File: src/rtl/keypad_if.sv
// keypad_if: key matrix and key-code bus between keypad_scanner and the timer
interface keypad_if;
  logic [3:0]  key_row;
  logic [2:0]  key_col;
  logic        key_clr;
  logic [11:0] key_data;
  modport master (input key_row, key_clr, output key_col, key_data);
  modport slave  (output key_row, key_clr, input key_col, key_data);
endinterface

File: src/rtl/keypad_scanner.sv
// keypad_scanner: 4x3 matrix keypad scan, frame debounce and one-shot one-hot key code
module keypad_scanner #(
  parameter int SCAN_DIV     = 1000,
  parameter int DEBOUNCE_CNT = 4
) (
  input logic      clk,
  input logic      rst,
  keypad_if.master kp
);
  localparam int DW = $clog2(SCAN_DIV);
  localparam int CW = $clog2(DEBOUNCE_CNT + 1);
  typedef enum logic [1:0] {IDLE, PRESS, WAIT_REL} state_t;
  state_t          state, state_n;
  logic [DW-1:0]   div;
  logic [1:0]      col;
  logic [3:0]      snap0, snap1;
  logic [11:0]     prev, code, data_n;
  logic [CW-1:0]   cnt, cnt_n;
  logic            slot_end, frame, stable, press, release_k;
  assign slot_end  = div == DW'(SCAN_DIV - 1);
  assign frame     = slot_end && col == 2'd2;
  // frame code: columns 0/1 from snapshots, column 2 straight from the rows being captured now
  always_comb begin
    code = '0;
    for (int r = 0; r < 4; r++) begin
      code[r*3]   = snap0[r];
      code[r*3+1] = snap1[r];
      code[r*3+2] = ~kp.key_row[r];
    end
  end
  // debounce count: invalid frames zero it, a changed code restarts at 1, a repeat saturates
  always_comb begin
    cnt_n = !$onehot0(code) ? '0 : code != prev ? CW'(1) : cnt == CW'(DEBOUNCE_CNT) ? cnt : cnt + 1'b1;
  end
  assign stable    = cnt_n == CW'(DEBOUNCE_CNT);
  assign press     = frame && stable && $onehot(code);
  assign release_k = frame && stable && code == '0;
  // press/acknowledge/release state machine; key_clr acts on any cycle, release wins over clear
  always_comb begin
    state_n = state;
    data_n  = kp.key_data;
    case (state)
      IDLE:     if (press) begin state_n = PRESS; data_n = code; end
      PRESS:    if (release_k) begin state_n = IDLE; data_n = '0; end
                else if (kp.key_clr) begin state_n = WAIT_REL; data_n = '0; end
      WAIT_REL: if (release_k) state_n = IDLE;
      default:  begin state_n = IDLE; data_n = '0; end
    endcase
  end
  // scan divider, column rotation, row snapshots and registered outputs
  always_ff @(posedge clk) begin
    if (rst) begin
      state       <= IDLE;
      div         <= '0;
      col         <= '0;
      snap0       <= '0;
      snap1       <= '0;
      prev        <= '0;
      cnt         <= '0;
      kp.key_col  <= 3'b110;
      kp.key_data <= '0;
    end else begin
      div <= slot_end ? '0 : div + 1'b1;
      if (slot_end) begin
        col        <= col == 2'd2 ? 2'd0 : col + 2'd1;
        kp.key_col <= {kp.key_col[1:0], kp.key_col[2]};
      end
      if (slot_end && col == 2'd0) snap0 <= ~kp.key_row;
      if (slot_end && col == 2'd1) snap1 <= ~kp.key_row;
      if (frame) begin
        prev <= code;
        cnt  <= cnt_n;
      end
      state       <= state_n;
      kp.key_data <= data_n;
    end
  end
endmodule
File: src/flat_wrapper.sv
// flat-port wrapper written by rule: the top's interface ports become plain ports
module keypad_scanner_flat 
#(
  parameter int SCAN_DIV     = 1000,
  parameter int DEBOUNCE_CNT = 4
)
  (clk, rst, kp_key_row, kp_key_clr, kp_key_col, kp_key_data);
  keypad_if kp_i ();
  input logic clk;
  input logic rst;
  input wire logic [$bits(kp_i.key_row)-1:0] kp_key_row;
  input wire logic [$bits(kp_i.key_clr)-1:0] kp_key_clr;
  output wire logic [$bits(kp_i.key_col)-1:0] kp_key_col;
  output wire logic [$bits(kp_i.key_data)-1:0] kp_key_data;
  assign kp_i.key_row = kp_key_row;
  assign kp_i.key_clr = kp_key_clr;
  assign kp_key_col = kp_i.key_col;
  assign kp_key_data = kp_i.key_data;
  keypad_scanner #(.SCAN_DIV(SCAN_DIV), .DEBOUNCE_CNT(DEBOUNCE_CNT)) u_core (.clk(clk), .rst(rst), .kp(kp_i));
endmodule
File: config.mk
export PLATFORM = sky130hd
export DESIGN_NAME = keypad_scanner_flat
export DESIGN_NICKNAME = d
export VERILOG_FILES = /design/src/rtl/keypad_if.sv /design/src/rtl/keypad_scanner.sv /design/src/flat_wrapper.sv
export SDC_FILE = /design/constraint.sdc
export NUM_CORES = 1
export LEC_CHECK = 0
export BUFFER_PORTS_ARGS = -buffer_cell sky130_fd_sc_hd__buf_4
export CAP_MARGIN = 25
export CELL_PAD_IN_SITES_DETAIL_PLACEMENT = 1
export CELL_PAD_IN_SITES_GLOBAL_PLACEMENT = 2
export CORE_ASPECT_RATIO = 1.4
export CORE_UTILIZATION = 40
export DETAILED_ROUTE_END_ITERATION = 8
export PLACE_DENSITY_LB_ADDON = 0.12
export SYNTH_ARGS = -nofsm -noshare
export SYNTH_HDL_FRONTEND = slang
export SYNTH_SLANG_ARGS = --single-unit
File: constraint.sdc
create_clock -name clk -period 14.5 [get_ports clk]
set_input_delay 2.9 -clock clk [delete_from_list [all_inputs] [get_ports clk]]
set_output_delay 2.9 -clock clk [all_outputs]
set_load 0.02 [all_outputs]
==> metrics.yaml, run 1 <==
cts-hold-fix-buffers: 0
timing.fmax_mhz: 134
cpPeakStageDelay_ns: 0.71
syn2layout_area_growth_pct: 11.5
grt_use_total_pct: 21.1
fillers: 879
syn_inst: 333
timing.rr.start: "u_core.snap1[1]"
power_density_mw_per_mm2: 78.0
mostFrequentLayoutCell: "dfxtp_1"
critPathSlowestCell: "o21ai_2"
critPathKind: "input port to flip-flop"
setup.worst_path.start_class: "input port"
relSlewSlack_pct: 46.1
core_area_sq_mm: 0.00703
reg2reg_slack_ns: 9.34
setup_violations: 0
cts_sinks: 52
worstSetupStartpoint: "kp_key_row[1]"
root_buffer: "clkbuf_8"
required_ns: 14.67
layout-drive-gt1-share_pct: 13.6
grt_pass1_vias: 2438
wl_um: 7370
port_buffers: 21
wire_per_inst_um: 16.5
drv_slew: 0
power.leakage_nw: 1.25
place.gp.congestion: 0.797
syn_avg_cell_area_sq_um: 8.79
synth_warnings: 0
die_x_um: 74.3
tightestPinTransition_ns: 0.808
antenna_found_initial: 0
finalSetupTns_ns: 0
synth_xor_area_share_pct: 6.28
diodes: 0
cap_viol_max_count: 0
min_period_over_period_pct: 51.3
cts_buffers: 5
ios: 22
cts_max_level: 2
dr_total_vias: 2391
dieArea_sq_mm: 0.00767
drtAntennaViolNets: 0
crit_path_end: "u_core.kp.key_data[0]"
post_cts_resized: 0
start_util_pct: 41.6
ys_types: 41
met3_usage_pct: 2.62
synth_fp_nets: 366
clock_path_buffers: 2
cts_tree: "yes"
synth-edff-count: 0
multi_input_area_sq_mm: 0.00165
synth_seq_cells: 52
synth_top_family_by_area: "compound AO/OA/AOI/OAI gates"
dp_hpwl_um: 5520
crit_fanout: 13
clk_pin_slew_worst_paths_ns: 0.10
cp-end-kind: "flip-flop"
vias_per_cell: 5.35
r2r_cells: 13
cpLargestDelayFamily: "adder cells"
max-vdd-ir-drop_mv: 0.0404
cts_setup_buffers: 0
crit_buf_inv: 4
grt_pass1_wl_um: 12100
grt.busiest_layer: "met2"
grt_max_degree: 40
critical_path.cell_chain: "buf_4 > inv_1 > ha_1 > inv_1 > fa_1 > fa_1 > fa_1 > inv_1 > ha_1 > fa_1 > or2_1 > a2111oi_2 > o2111ai_1 > o21ai_2 > o221ai_1"
die_y_um: 103
dr.pass1.iters: 4
reg2reg_to: "u_core.kp.key_data[0]"
hp-class: "flip-flop to flip-flop"
synth_compound_area_share_pct: 19.0
synth_ff_type: "dfxtp_1"
finalHoldViolCount: 0
power_mw: 0.255
fin_crit_ns: 7.44
crit_cells: 15
skew_ns: 0.00854
grtUsageMet1_pct: 24.7
muxShareOfSynthArea_pct: 0.342
drtIter0Drc: 60
regArea_sq_mm: 0.00104
clkLatencyLatePin_ns: 0.31
yosys.area_share.simple_pct: 17.7
std_cell_rows: 36
synth-adder-area-share_pct: 12.9
met2_usage_pct: 39.9
grt_overflow: 0
path_common_cell: "fa_1"
synth_seq_area_share_pct: 35.6
nets: 384
worstPathArrival_ns: 7.61
async_flop_share_pct: 0
syn-cell-area_sq_mm: 0.00293
rsz0062_at_grt: "no"
outcome: "complete, no violations"
hold_start: "u_core.div[0]"
drc: 0
final_cell_mix: "dfxtp_1 (52), inv_1 (46), nand2_1 (42), buf_4 (25), nor2_1 (21)"
## metrics by stage
stage          util [%]  instance area, sq um  hold WS (ns)  std cells  setup slack [ns]
2_1_floorplan         -                  2930         0.425        333              7.56
3_3_place_gp       45.0                  3170         0.439        439              6.80
3_5_place_dp       45.0                  3170         0.449        439              6.69
4_1_cts            46.4                  3260         0.464        447              7.03
5_1_grt            46.4                  3260         0.475        447              6.74
6_report           46.4                  3260         0.460        447              7.06
## worst register-to-register path, cell delays in order, from the launching register on
cell and delay (ns):
dfxtp_1 0.53, ha_1 0.30, inv_1 0.08, fa_1 0.42, fa_1 0.52, fa_1 0.52
inv_1 0.04, ha_1 0.23, fa_1 0.48, or2_1 0.26, a2111oi_2 0.45, o2111ai_1 0.28
o21ai_2 0.71, o221ai_1 0.19
## report_power, final
part / switching, mW / internal, mW
clock network: 0.0514 / 0.0392
logic: 0.0125 / 0.00759
registers: 0.000510 / 0.143
## state kept, by name, summed over array words and instances, names as in the netlist
name and flops:
u_core.kp.key_data 12, u_core.snap1 4, u_core.cnt 3, u_core.prev 12
u_core.kp.key_col 3, u_core.snap0 4, u_core.state 2, u_core.div 10
u_core.col 2
## worst min path at each step
stage	to	slack (ns)	cells past startpoint
after global placement	u_core.div[0]	0.44	1
after detailed placement	u_core.div[0]	0.45	1
final	u_core.div[0]	0.46	1
after floorplan	u_core.div[0]	0.42	1
after CTS	u_core.div[0]	0.46	1
after global routing	u_core.div[0]	0.48	1
## Yosys cell counts, types with 3 or more instances
| master | count | area (sq um) |
|---|---|---|
| a211oi_1 | 13 | 97.6 |
| a21oi_1 | 16 | 80.1 |
| and3_1 | 3 | 18.8 |
| buf_2 | 3 | 15.0 |
| clkbuf_1 | 9 | 33.8 |
| dfxtp_1 | 52 | 1040 |
| fa_1 | 7 | 140 |
| ha_1 | 19 | 238 |
| inv_1 | 46 | 173 |
| nand2_1 | 42 | 158 |
| nand3_1 | 9 | 45.0 |
| nor2_1 | 21 | 78.8 |
| nor3_1 | 9 | 45.0 |
| nor4_1 | 7 | 43.8 |
| o211ai_1 | 13 | 97.6 |
| o221ai_1 | 4 | 35.0 |
| o221ai_2 | 9 | 135 |
| xnor2_1 | 9 | 78.8 |
| xor2_1 | 12 | 105 |
## final cells by class
class,instances,share of cell area [%]
sequential,52,31.9
timing repair buffer,25,5.75
inverter,46,5.29
clock inverter,2,0.422
clock buffer,6,2.53
multi-input combinational,221,50.4
tap,95,3.64
## routing by layer
layer	up-vias	share of wire, %
met4	0	1.1
met5	-	0
met1	1186	44
li1	1176	-
met2	22	54
met3	7	1.7
## cells by family after synthesis
logic type               Yosys count
AO/OA/AOI/OAI                     65
adder cells (fa/ha/maj)           26
buffers and inverters             60
AND/OR/NAND/NOR                  108
multiplexers                       1
flip-flops                        52
XOR/XNOR                          21
Note: power is estimated with default switching activity, not from simulation.
==> run 2, diff against run 1 <==
--- a/config.mk
+++ b/config.mk
@@ -10,7 +10,7 @@
 export CELL_PAD_IN_SITES_DETAIL_PLACEMENT = 1
 export CELL_PAD_IN_SITES_GLOBAL_PLACEMENT = 2
 export CORE_ASPECT_RATIO = 1.4
-export CORE_UTILIZATION = 40
+export CORE_UTILIZATION = 33
 export DETAILED_ROUTE_END_ITERATION = 8
 export PLACE_DENSITY_LB_ADDON = 0.12
 export SYNTH_ARGS = -nofsm -noshare
==> constraint.sdc (replaced) <==
create_clock -name clk -period 6 [get_ports clk]
set_input_delay 1.2 -clock clk [delete_from_list [all_inputs] [get_ports clk]]
set_output_delay 1.2 -clock clk [all_outputs]
set_load 0.02 [all_outputs]
==> run 2 against run 1 <==
- global-route usage decreased by 2.8 points
- combinational power increased by 140%
- critical path type unchanged
- hold slack improved by 0.0074 ns
- die area increased by 21%
- sequential share of layout area decreased by 0.72 points
==> metrics.yaml, run 2 (same netlist as run 1, synthesis figures left out) <==
port_buffers: 21  # unchanged
fillers: 1044  # +19%
mostFrequentLayoutCell: "dfxtp_1"
dr_total_vias: 2376  # -0.63%
power_mw: 0.697  # +170%
cts_sinks: 52  # unchanged
power.leakage_nw: 1.27  # +2.2%
grt_overflow: 0  # unchanged
hp-class: "flip-flop to flip-flop"
wl_um: 7530  # +2.2%
grt_pass1_wl_um: 12600  # +3.6%
layout-drive-gt1-share_pct: 13.9  # +0.24 points
setup.worst_path.start_class: "input port"
grt_max_degree: 40  # unchanged
die_y_um: 113  # +9.9%
path_common_cell: "fa_1"
rsz0062_at_grt: "no"
grt_pass1_vias: 2479  # +1.7%
tightestPinTransition_ns: 0.771  # -0.0375 ns
dr.pass1.iters: 4  # unchanged
cts_buffers: 5  # unchanged
finalHoldViolCount: 0  # unchanged
relSlewSlack_pct: 48.6  # +2.5 points
outcome: "complete, no violations"
final_cell_mix: "dfxtp_1 (52), inv_1 (46), nand2_1 (42), buf_4 (26), nor2_1 (21)"
critPathKind: "input port to flip-flop"
nets: 385  # +0.26%
wire_per_inst_um: 16.4  # -0.28%
root_buffer: "clkbuf_16"
clock_path_buffers: 2  # unchanged
worstPathArrival_ns: 5.64  # -1.97 ns
reg_top3: "u_core.kp.key_data: 12 flops, u_core.prev: 12 flops, u_core.div: 10 flops"
timing.fmax_mhz: 182
multi_input_area_sq_mm: 0.00165  # unchanged
setup_violations: 0  # unchanged
diodes: 0  # unchanged
critPathSlowestCell: "fa_1"
drv_slew: 0  # unchanged
drtAntennaViolNets: 0  # unchanged
cts_tree: "yes"
place.gp.congestion: 0.734  # -8.0%
ios: 22  # unchanged
antenna_found_initial: 0  # unchanged
cp-end-kind: "flip-flop"
die_x_um: 81.6  # +9.8%
power_density_mw_per_mm2: 209  # +170%
clk_pin_slew_worst_paths_ns: 0.08  # -0.02 ns
syn2layout_area_growth_pct: 14.0
clkLatencyLatePin_ns: 0.30  # about the same
dp_hpwl_um: 5740  # +4.0%
regArea_sq_mm: 0.00104  # unchanged
start_util_pct: 34.0  # -7.7 points
max-vdd-ir-drop_mv: 0.155  # +280%
required_ns: 6.14  # -8.53 ns
critical_path.cell_chain: "buf_4 > inv_1 > ha_1 > inv_1 > fa_1 > fa_1 > fa_1 > inv_1 > ha_1 > fa_1 > or2_1 > a2111oi_2 > o2111ai_1 > o21ai_2 > buf_4 > o221ai_1"
drtIter0Drc: 35  # -42%
crit_fanout: 13  # unchanged
fin_crit_ns: 5.50
cpPeakStageDelay_ns: 0.52  # -0.19 ns
dieArea_sq_mm: 0.00925  # +21%
cap_viol_max_count: 0  # unchanged
cts-hold-fix-buffers: 0  # unchanged
core_area_sq_mm: 0.00861  # +23%
finalSetupTns_ns: 0  # unchanged
vias_per_cell: 5.19  # -3.0%
grt_use_total_pct: 18.3  # -2.8 points
std_cell_rows: 40  # +11%
min_period_over_period_pct: 91.7
drc: 0  # unchanged
cts_max_level: 2  # unchanged
skew_ns: 0.00749  # -0.00105 ns
cts_setup_buffers: 0  # unchanged
post_cts_resized: 0  # unchanged
[run 2: changes by cell type in the layout (fill, tap and decap cells not counted), sizes merged]
cell    change
clkbuf      -1
clkinv      +1
buf         +1
[run 2: metrics by stage]
stage	hold slack [ns]	instance area, sq um	instances	util (%)	setup slack [ns]
finish	0.467	3340	458	38.8	0.495
global route	0.483	3340	458	38.8	0.230
CTS	0.468	3340	458	38.8	0.459
detailed placement	0.458	3190	450	37.0	0.170
global placement	0.443	3190	450	37.0	0.282
floorplan	0.425	2930	333	-	0.762
[run 2: critical path: cells and delay by family]
family / cells / cell delay, ns
AO/OA/AOI/OAI: 4 / 1.11
AND/OR/NAND/NOR: 1 / 0.25
buffers and inverters: 5 / 0.54
adder cells (fa/ha/maj): 6 / 2.52
[run 2: worst paths after layout]
kind | from | end | slack [ns] | cells past startpoint
setup / recovery | kp_key_row[1] | u_core.kp.key_data[2] | 0.50 | 16
hold / removal | u_core.prev[3] | u_core.prev[3] | 0.47 | 2
setup reg to reg | u_core.snap1[1] | u_core.kp.key_data[2] | 1.11 | 14
hold reg to reg | u_core.prev[3] | u_core.prev[3] | 0.47 | 2
[run 2: per-layer routing]
layer	global-route usage, %	part of all wire [%]
met3	3.20	2.5
met4	7.25	2.8
met5	0	0
met1	20.5	42
met2	33.2	52
[run 2: final cells by class]
type | count | share of cell area [%]
flip-flops and latches | 52 | 31.2
multi-input cells | 221 | 49.3
repair buffers | 26 | 5.85
well taps | 105 | 3.94
clock inverters | 3 | 0.787
inverters | 46 | 5.17
clock buffers | 5 | 3.75
[run 2: power breakdown]
group | switching [mW] | total, mW | internal, mW
Combinational | 0.0300 | 0.0481 | 0.0180
Sequential | 0.00130 | 0.348 | 0.346
Clock | 0.143 | 0.301 | 0.158
==> run 3, diff against run 2 <==
--- a/config.mk
+++ b/config.mk
@@ -12,6 +12,7 @@
 export CORE_ASPECT_RATIO = 1.4
 export CORE_UTILIZATION = 33
 export DETAILED_ROUTE_END_ITERATION = 8
+export MAX_ROUTING_LAYER = met4
 export PLACE_DENSITY_LB_ADDON = 0.12
 export SYNTH_ARGS = -nofsm -noshare
 export SYNTH_HDL_FRONTEND = slang
==> run 3 against run 2 <==
- highest routed layer unchanged
- hold slack is essentially flat
- fmax grew 0.53%
- worst setup slack gained 0.029 ns
- sequential share of layout area is the same
- clock power is essentially flat
- global-route usage grew 0.51 points
- clock-buffer cell count is the same
- routed wire length grew 0.31%
- non-clock buffer count is the same
- register-to-register slack gained 0.02 ns
- via count shrank 0.29%
==> metrics.yaml, run 3 (same netlist as run 1, synthesis figures left out) <==
antenna_found_initial: 0  # unchanged
design_area_sq_mm: 0.00334  # unchanged
wire_per_inst_um: 16.5  # +0.31%
required_ns: 6.15  # about the same
cp-end-kind: "flip-flop"
met3_usage_pct: 3.20  # unchanged
fin_crit_ns: 5.48  # -0.0291 ns
die_y_um: 113  # unchanged
grt_use_total_pct: 18.8  # +0.51 points
start_util_pct: 34.0  # unchanged
cts_max_level: 2  # unchanged
post_cts_resized: 0  # unchanged
crit_fanout: 13  # unchanged
cts_setup_buffers: 0  # unchanged
critPathKind: "input port to flip-flop"
setup.worst_path.start_class: "input port"
vias_per_cell: 5.17  # -0.29%
drtIter0Drc: 37  # +5.7%
dpl_worst_slack_ns: 0.170  # unchanged
switching_power_mw: 0.174  # about the same
internal-power_mw: 0.523  # about the same
placed_cells_incl_taps: 450  # unchanged
power_density_mw_per_mm2: 209  # about the same
dp_hpwl_um: 5740  # unchanged
power_frac_seq_pct: 49.9  # about the same
place.gp.congestion: 0.743  # +1.2%
clock_path_buffers: 2  # unchanged
instances_no_fill: 458  # unchanged
dr.pass1.iters: 6  # +2
cts_buffers: 5  # unchanged
met2_usage_pct: 33.2  # unchanged
worstPathArrival_ns: 5.62  # -0.02 ns
dieArea_sq_mm: 0.00925  # unchanged
grt_overflow: 0  # unchanged
clockPowerShare_pct: 43.2  # about the same
reg2reg_to: "u_core.kp.key_data[1]"
cts_tree: "yes"
timing.rr.start: "u_core.snap1[1]"
core_area_sq_mm: 0.00861  # unchanged
diodes: 0  # unchanged
grtUsageMet1_pct: 20.4  # -0.050 points
drtAntennaViolNets: 0  # unchanged
clk_pin_slew_worst_paths_ns: 0.08  # about the same
finalSetupTns_ns: 0  # unchanged
layout-drive-gt1-share_pct: 13.9  # unchanged
reg2reg_slack_ns: 1.13  # +0.02 ns
mostFrequentLayoutCell: "dfxtp_1"
dr_total_vias: 2369  # -0.29%
grt_max_degree: 40  # unchanged
max-vdd-ir-drop_mv: 0.155  # -0.17%
power_mw: 0.697  # about the same
reg_top3: "u_core.kp.key_data: 12 flops, u_core.prev: 12 flops, u_core.div: 10 flops"
grt_pass1_wl_um: 12500  # -0.11%
final_cell_mix: "dfxtp_1 (52), inv_1 (46), nand2_1 (42), buf_4 (26), nor2_1 (21)"
min_period_over_period_pct: 91.3  # -0.49 points
grt.busiest_layer: "met2"
wl_um: 7550  # +0.31%
root_buffer: "clkbuf_16"
drc: 0  # unchanged
outcome: "complete, no violations"
drv_slew: 0  # unchanged
hp-class: "flip-flop to flip-flop"
postPlaceCellArea_sq_mm: 0.00319  # unchanged
setup_slack_ns: 0.524  # +0.0291 ns
cap_viol_max_count: 0  # unchanged
p_comb_share_pct: 6.9  # about the same
grt_pass1_vias: 2482  # +0.12%
nets: 385  # unchanged
crit_path_end: "u_core.kp.key_data[1]"
swShare_pct: 25.0  # about the same
timing.fmax_mhz: 183  # +0.53%
cts_sinks: 52  # unchanged
power.leakage_nw: 1.27  # unchanged
die_x_um: 81.6  # unchanged
skew_ns: 0.00705  # -0.000446 ns
clkLatencyLatePin_ns: 0.30  # about the same
std_cell_rows: 40  # unchanged
port_buffers: 21  # unchanged
syn2layout_area_growth_pct: 14.0  # unchanged
ios: 22  # unchanged
setup_violations: 0  # unchanged
r2r_cells: 14  # unchanged
worstSetupStartpoint: "kp_key_row[1]"
relSlewSlack_pct: 49.6  # +1.0 points
cts-hold-fix-buffers: 0  # unchanged
tightestPinTransition_ns: 0.755  # -0.0151 ns
rsz0062_at_grt: "no"
finalHoldViolCount: 0  # unchanged
run 3: cell counts in the layout (fill, tap and decap cells not counted):
Identical to the previous run, type by type.
run 3: how the worst min path moves through the flow:
stage / from / slack, ns / endpoint / cells past startpoint
floorplan: u_core.div[0] / 0.42 / u_core.div[0] / 1
global placement: u_core.div[0] / 0.44 / u_core.div[0] / 1
detailed placement: u_core.prev[6] / 0.46 / u_core.prev[6] / 2
CTS: u_core.prev[6] / 0.47 / u_core.prev[6] / 2
global route: u_core.div[0] / 0.48 / u_core.div[0] / 1
finish: u_core.prev[3] / 0.47 / u_core.prev[3] / 2
run 3: metal layers:
layer | routed length, um | vias to the layer above
met1 | 3200 | 1151
met4 | 211 | 0
li1 | - | 1182
met3 | 166 | 11
met2 | 3970 | 25
met5 | 0 | -
run 3: critical path, cell delays in order:
cell and delay (ns):
buf_4 0.11, inv_1 0.07, ha_1 0.27, inv_1 0.05, fa_1 0.52, fa_1 0.51, fa_1 0.52, inv_1 0.04
ha_1 0.23, fa_1 0.47, or2_1 0.25, a2111oi_2 0.45, o2111ai_1 0.31, o21ai_2 0.20, buf_4 0.26, o221ai_1 0.14
run 3: through the flow:
step / utilization (%) / hold slack [ns]
after floorplan: - / 0.425
after global placement: 37.0 / 0.443
after detailed placement: 37.0 / 0.458
after CTS: 38.8 / 0.468
after global routing: 38.8 / 0.483
final: 38.8 / 0.467
run 3: final cells by class:
| type | instances | area [sq um] |
|---|---|---|
| repair buffers | 26 | 195 |
| clock inverters | 3 | 26.3 |
| multi-input cells | 221 | 1650 |
| inverters | 46 | 173 |
| fillers | 1044 | 5270 |
| well taps | 105 | 131 |
| flip-flops and latches | 52 | 1040 |
| clock buffers | 5 | 125 |
run 3: power groups by stage:
stage	clock (mW)	combinational [mW]	sequential, mW
after CTS	0.314	0.0499	0.348
after detailed placement	0	0.0495	0.356
after global routing	0.324	0.0550	0.348
after global placement	0	0.0490	0.356
final	0.301	0.0482	0.348
after floorplan	0	0.0324	0.356
